[src/rtl/shift_8_bit_seq_pkg.sv]
// Shared op and state encodings for the multi-cycle shift sequencer.
package shift_8_bit_seq_pkg;

    localparam logic [1:0] OP_SLL = 2'b00;
    localparam logic [1:0] OP_SRL = 2'b01;
    localparam logic [1:0] OP_SRA = 2'b10;
    localparam logic [1:0] OP_ROR = 2'b11;

    typedef enum logic [1:0] {
        ST_IDLE  = 2'b00,
        ST_SHIFT = 2'b01,
        ST_DONE  = 2'b10
    } state_e;

endpackage

[src/rtl/shift_8_bit_as.sv]
// Single-position 8-bit shifter: left/right, optional arithmetic right, external fill bits.
module shift_8_bit_as (
    input  logic [7:0] din,
    input  logic       select,
    input  logic       ar_select,
    input  logic       fill_left,
    input  logic       fill_right,
    output logic [7:0] dout,
    output logic       bb_left,
    output logic       bb_right
);

    logic msb_in;

    always_comb begin
        // Arithmetic right shift replicates the sign bit instead of taking the fill.
        msb_in = ar_select ? din[7] : fill_right;
        if (select) begin
            dout = {msb_in, din[7:1]};
        end else begin
            dout = {din[6:0], fill_left};
        end
    end

    assign bb_left  = din[7];
    assign bb_right = din[0];

endmodule

[src/rtl/shift_8_bit_seq.sv]
// Multi-cycle shift sequencer: one single-bit shift per clock, valid/ready in and out.
// Define SHIFT_SEQ_ROTATE_EN to make op 11 rotate right; otherwise it behaves as SRL.
module shift_8_bit_seq
    import shift_8_bit_seq_pkg::*;
#(
    parameter int unsigned AMT_W = 3
) (
    input  logic             clk,
    input  logic             rst,
    input  logic             in_valid,
    output logic             in_ready,
    input  logic [7:0]       din,
    input  logic [AMT_W-1:0] amt,
    input  logic [1:0]       op,
    output logic             out_valid,
    input  logic             out_ready,
    output logic [7:0]       dout,
    output logic             carry,
    output logic             busy
);

    state_e           state_q, state_d;
    logic [7:0]       data_q, data_d;
    logic             carry_q, carry_d;
    logic [AMT_W-1:0] cnt_q, cnt_d;
    logic [1:0]       op_q, op_d;

    logic [7:0] sh_out;
    logic       sh_bb_left;
    logic       sh_bb_right;
    logic       shift_right;
    logic       fill_right;
    logic       shift_carry;

    assign shift_right = (op_q != OP_SLL);

`ifdef SHIFT_SEQ_ROTATE_EN
    assign fill_right = (op_q == OP_ROR) ? data_q[0] : 1'b0;
`else
    assign fill_right = 1'b0;
`endif

    shift_8_bit_as u_shifter (
        .din        (data_q),
        .select     (shift_right),
        .ar_select  (op_q == OP_SRA),
        .fill_left  (1'b0),
        .fill_right (fill_right),
        .dout       (sh_out),
        .bb_left    (sh_bb_left),
        .bb_right   (sh_bb_right)
    );

    assign shift_carry = shift_right ? sh_bb_right : sh_bb_left;

    always_comb begin
        state_d = state_q;
        data_d  = data_q;
        carry_d = carry_q;
        cnt_d   = cnt_q;
        op_d    = op_q;
        unique case (state_q)
            ST_IDLE: begin
                if (in_valid) begin
                    data_d  = din;
                    op_d    = op;
                    cnt_d   = amt;
                    carry_d = 1'b0;
                    state_d = (amt != '0) ? ST_SHIFT : ST_DONE;
                end
            end
            ST_SHIFT: begin
                data_d  = sh_out;
                carry_d = shift_carry;
                cnt_d   = cnt_q - AMT_W'(1);
                if (cnt_q == AMT_W'(1)) begin
                    state_d = ST_DONE;
                end
            end
            ST_DONE: begin
                if (out_ready) begin
                    state_d = ST_IDLE;
                end
            end
            default: state_d = ST_IDLE;
        endcase
    end

    always_ff @(posedge clk or posedge rst) begin
        if (rst) begin
            state_q <= ST_IDLE;
            data_q  <= 8'h00;
            carry_q <= 1'b0;
            cnt_q   <= '0;
            op_q    <= OP_SLL;
        end else begin
            state_q <= state_d;
            data_q  <= data_d;
            carry_q <= carry_d;
            cnt_q   <= cnt_d;
            op_q    <= op_d;
        end
    end

    // Handshake outputs decode registered state only.
    assign in_ready  = (state_q == ST_IDLE);
    assign out_valid = (state_q == ST_DONE);
    assign busy      = (state_q != ST_IDLE);
    assign dout      = data_q;
    assign carry     = carry_q;

endmodule
[config.mk]
export PLATFORM = sky130hd
export DESIGN_NAME = shift_8_bit_seq
export DESIGN_NICKNAME = d
export VERILOG_FILES = /design/src/rtl/shift_8_bit_seq_pkg.sv /design/src/rtl/shift_8_bit_as.sv /design/src/rtl/shift_8_bit_seq.sv
export SDC_FILE = /design/constraint.sdc
export NUM_CORES = 1
export LEC_CHECK = 0
export BUFFER_PORTS_ARGS = -buffer_cell sky130_fd_sc_hd__buf_4
export CORE_MARGIN = 2
export CORE_UTILIZATION = 40
export CTS_CLUSTER_DIAMETER = 60
export DETAILED_ROUTE_END_ITERATION = 6
export PLACE_DENSITY = 0.75
export SYNTH_ARGS = -nofsm -noshare
export SYNTH_HDL_FRONTEND = slang
export SYNTH_SLANG_ARGS = --single-unit
[constraint.sdc]
create_clock -name clk -period 3 [get_ports clk]
set_input_delay 0.15 -clock clk [delete_from_list [all_inputs] [get_ports clk]]
set_output_delay 0.15 -clock clk [all_outputs]
set_load 0.02 [all_outputs]
== Word level (Yosys, flattened, before mapping) ==
Cells that the tools add are included.
Widths: inputs -> output; s select.

* Register bits: 16
* Bits of input ports: 17
* Output and inout port bits: 12
* Logic and storage cells: 38

* Add/subtract/negate cells: 1
* Equal/unequal tests: 8
* Mux-type cells: 14
* Reductions and logical operators: 9

{| class="wikitable"
|+ Operators by type and width
! cell !! count
|-
| $mux 8 || 2
|-
| $pmux 8 s2 || 1
|-
| $mux 2 || 4
|-
| $pmux 2 s3 || 1
|-
| $pmux 3 s2 || 1
|-
| $reduce_and 3->1 || 2
|-
| $reduce_bool 2->1 || 3
|-
| $eq 2x2->1 const B || 2
|-
| $ne 2x2->1 const B || 2
|-
| $reduce_and 2->1 || 2
|-
| $eq 3x1->1 const B || 1
|-
| $mux 1 || 3
|-
| $mux 3 || 1
|-
| $ne 3x3->1 const B || 1
|-
| $reduce_bool 3->1 || 1
|-
| $sub 3x1->3 const B || 1
|-
| $eq 2x1->1 const B || 1
|-
| $logic_not 2->1 || 1
|-
| $ne 2x1->1 const B || 1
|-
| $pmux 1 s2 || 1
|}

== Longest topological paths before layout ==
* Depth in word-level cells: 4
* Gate-level depth with buffers: 5
* Gate-level depth less buffers: 5

== By module ==
From an unflattened synthesis, not the netlist that was laid out.

* Cells, all modules: 104
* Area, all modules: 1,053.5 µm²

{| class="wikitable"
|+ Modules (own cells, without submodules)
! module !! instances !! cells each !! area each (µm²) !! seq. area each (µm²)
|-
| shift_8_bit_seq || 1 || 91 || 903.4 || 400.4
|-
| shift_8_bit_as || 1 || 13 || 150.1 || 0.0
|}

== Worst setup path before layout ==
No wires, ideal clock.

* Path kind: register to register
* Start: register op_q[1]
* End: register carry_q (netlist: carry)
* Setup time: 121 ps
* Arrival time: 1,099 ps
* Data required time: 2,879 ps
* Setup slack: 1,780 ps
* Cell stages (with the launch flop): 5
* Path buffers: 1
* Period minus slack after synthesis: 1,220 ps
* Cells stage by stage: dfrtp_1 buf_6 nor2_1 mux2_1 a22o_1

* Cells in the longest elaborated chain, start to end: 3

{| class="wikitable"
|+ Ends and longest elaborated chain
! element !! line !! source
|-
| start, declared || shift_8_bit_seq.sv:26 || <nowiki>logic [1:0] op_q, op_d;</nowiki>
|-
| start signal, assigned || shift_8_bit_seq.sv:101 || <nowiki>op_q <= op_d;</nowiki>
|-
| $reduce_bool 2->1 || shift_8_bit_seq.sv:35 || <nowiki>assign shift_right = (op_q != OP_SLL);</nowiki>
|-
| $mux 1 || shift_8_bit_seq.sv:54 || <nowiki>assign shift_carry = shift_right ? sh_bb_right : sh_bb_left;</nowiki>
|-
| $pmux 1 s2 || shift_8_bit_seq.sv:62 || <nowiki>unique case (state_q)</nowiki>
|-
| end signal, assigned || shift_8_bit_seq.sv:99 || <nowiki>carry_q <= carry_d;</nowiki>
|-
| end, declared || shift_8_bit_seq.sv:24 || <nowiki>logic carry_q, carry_d;</nowiki>
|}

No other way between the ends.
A chain may end at the register's enable or synchronous reset.

== Final worst setup path ==
* Start: register state_q[0]
* End: register data_q[7] (netlist: dout[7])

* Cells in the longest elaborated chain, start to end: 3
* Elaborated cells on any way between the ends: 7
* Those cells by class: 3 x eq/ne; 1 x mux; 3 x reduce/logical

{| class="wikitable"
|+ Ends and longest elaborated chain
! element !! line !! source
|-
| start, declared || shift_8_bit_seq.sv:22 || <nowiki>state_e state_q, state_d;</nowiki>
|-
| start signal, assigned || shift_8_bit_seq.sv:97 || <nowiki>state_q <= state_d;</nowiki>
|-
| $eq 2x1->1 or $logic_not 2->1 (tied branches) || shift_8_bit_seq.sv:62 ||
|-
| $ne 3x3->1 (no line) (tied with other cells) || -- ||
|-
| $reduce_and 3->1 (no line) || -- ||
|-
| end signal, assigned || shift_8_bit_seq.sv:98 || <nowiki>data_q <= data_d;</nowiki>
|-
| end, declared || shift_8_bit_seq.sv:23 || <nowiki>logic [7:0] data_q, data_d;</nowiki>
|}

Parallel ways exist; a longest one is shown, timed or not.

==> impl_results.md <==
- Top post-synthesis cells by count: 16 x dfrtp_1, 8 x inv_1, 7 x buf_6, 7 x nand2b_1, 7 x nor2_1
- Main synth FF type: dfrtp_1
- RSZ-0062 raised after global routing: false
- Top cell type's share of synthesized area: 37.0%
- Met1 Routed Length: 963 microns
- Vias/cell: 5.46
- Metal2 WL: 1080 microns
- Number of iterations in the first detailed-routing pass: 4
- Crit path kind: flip-flop to flip-flop
- Fillers: 247
- H-Tree Level Count: 1
- Share of cells above drive strength 1: 32.6%
- Nets@finish: 152
- Internal power: 0.779 mW
- Worst Hold End: op_q[0]
- Initial Util: 42.9%
- All-Layer GR Usage: 15.4%
- R2r setup slk: 1.36 ns
- Total wire length: 2210 microns
- Global-route wire length before repair: 3860 microns
- Power density over the cells: 1120 mW/mm^2
- Critical Path Start Type: flip-flop
- NetSw: 0.636 mW
- Antenna Nets Post-Route: 0
- Initial antenna violation count: 0
- Clk root buf: clkbuf_4
- Worst setup EP type: flip-flop
- Vias in the first global route: 860
- Met3 WL: 158 microns
- Worst hold start: op[0]
- Synthesis-stage register bit count: 16
- Routed via count: 885
- Die X: 56.0 microns
- CP Max Fanout: 21
- Core Area: 0.00252 sq mm
- Pre-CTS setup slack: 1.40 ns
- Crit path DAT: 1.81 ns
- CTS buffer count: 3
- R2r endpoint: dout[7]
- Sw Ratio: 45.0%
- Hold WC Path Type: primary input to flip-flop
- Final core utilization: 49.9%
- Crit path time final: 1.64 ns
- Post-synth EDFFs: 0
- Initial DRC Count: 16
- Comb power frac: 52.4%
- Max layer used: met4
- Reg-to-reg startpoint: state_q[0]
- Final setup viols: 0
- Multi-input logic area: 534 sq um
- Mapped Nets: 130
- Die Y-Extent: 56.0 microns
- Setup Skew: 0.00435 ns
- Status: finished clean
- Final HPWL from detailed placement: 1610 microns
- Fraction of registers with async set/reset: 100%
- Reg power frac: 37.2%
- Antenna diodes: 0
- Static leakage: 0.565 nW
- IO Count: 29
- Clock slew at reported path FFs: 0.10 ns
- Site Rows: 18
- Skew-Pair Late Insertion Delay: 0.29 ns
- Hold Path Depth: 2
- Data required, critical path: 3.17 ns
- Post-cts resize count: 0
- Max IR drop VDD: 0.000547 V
- Netlist cell types: 29
- Cells on worst reg2reg path: 3
- Register area share after synthesis: 37.0%
- Die area: 0.00313 sq mm
- Leading area contributor after synthesis: dfrtp_1
- Final hold vios: 0
- Final Cycle Share: 54.6%
- Worst slew margin: 57.6%
- CTS Sinks: 16
- Max-slew violations: 0
- Post-Syn Instances: 111
- Residual DRC count: 0
- Syn Area/Cell: 9.74 sq um
- CTS max path bufs: 2
- TNS Setup: 0 ns
- Post-synthesis cell area: 0.00108 sq mm
- GPL Wtd Cong: 0.826
- Max-cap viol count: 0
- Setup Fix Bufs, Post-CTS: 0
- Register area: 400 sq um
- Clock power frac: 10.4%
- Largest net degree at the start of global routing: 22
- Warnings, synthesis: 0
- Peak Freq: 610 MHz
- Worst setup margin: 1.36 ns
- Count leader, synth: dfrtp_1
- Hold slack: 0.0817 ns
- Synth top area cells: dfrtp_1 37%, buf_6 7.3%, nor3b_2 6.9%, o21a_1 4.2%, nand2b_1 4.1%
- DR WL/cell: 13.7 microns
- TritonCTS clock tree: yes
- Synth-to-Final Area Change: 16.4%
- Remaining Overflow, GRT: 0
- IO Port Bufs: 28
- Slew @ Worst Pin: 0.636 ns
registers in the layout, summed over array words and instances, names as in the netlist:
signal,cells
dout,8
cnt_q,3
op_q,2
state_q,2
carry,1
layout by cell type, fill, tap and decap left out, types with 5 or more instances in the layout:
master / n
o21ai_1: 5
dfrtp_1: 16
inv_1: 8
o21ai_0: 5
a31oi_1: 6
nand2b_1: 7
o21a_1: 6
nor3b_2: 6
nor2_1: 7
a21oi_1: 6
buf_4: 28
per-layer routing:
metal	track usage, %	up-vias
met2	24.2	33
met4	3.06	0
met3	5.35	2
met5	0	-
met1	20.5	421
li1	-	429
critical path, stage by stage, from the launching register on:
cell,delay (ns)
dfrtp_1,0.76
nor2b_2,0.43
mux2i_1,0.22
a31oi_1,0.10
cell families (layout without fill, tap and decap cells):
kind of cell	Yosys count	count (layout)	share of synthesized area, %
compound gates	37	37	22.3
simple gates	32	32	20.7
buf+inv	20	41	13.5
flops	16	16	37.0
mux	4	4	4.05
fa+ha+maj	2	2	2.31
repair_timing:
item,CTS,global route
setup endpoints to repair,0,0
hold endpoints to repair,16,0
hold buffers,1,0
per-stage QoR:
step / cells / power (mW) / area [sq um]
global route: 162 / 1.54 / 1260
global placement: 157 / 1.24 / 1210
finish: 162 / 1.42 / 1260
floorplan: 111 / 1.16 / 1080
CTS: 162 / 1.43 / 1260
detailed placement: 157 / 1.27 / 1210
worst max path at each step:
stage	start	endpoint	slack, ns	cells after the start
finish	state_q[0]	dout[7]	1.36	3
floorplan	op_q[1]	carry	1.78	4
global route	state_q[0]	dout[7]	1.23	3
global placement	state_q[0]	dout[7]	1.45	3
CTS	state_q[0]	dout[7]	1.37	3
detailed placement	state_q[0]	dout[7]	1.40	3
power groups by stage:
stage          registers (mW)  clock network, mW  logic [mW]
3_5_place_dp            0.528                  0       0.743
5_1_grt                 0.553              0.163       0.826
3_3_place_gp            0.521                  0       0.724
4_1_cts                 0.523              0.153       0.749
2_1_floorplan           0.456                  0       0.705
6_report                0.526              0.148       0.742
area by class of cell:
| type | count | share of cell area [%] |
|---|---|---|
| tap | 30 | 2.98 |
| timing repair buffer | 29 | 17.5 |
| clock buffer | 4 | 2.88 |
| inverter | 8 | 2.39 |
| sequential | 16 | 31.8 |
| multi-input combinational | 75 | 42.4 |
No activity file was read; power rests on OpenSTA's default activity.
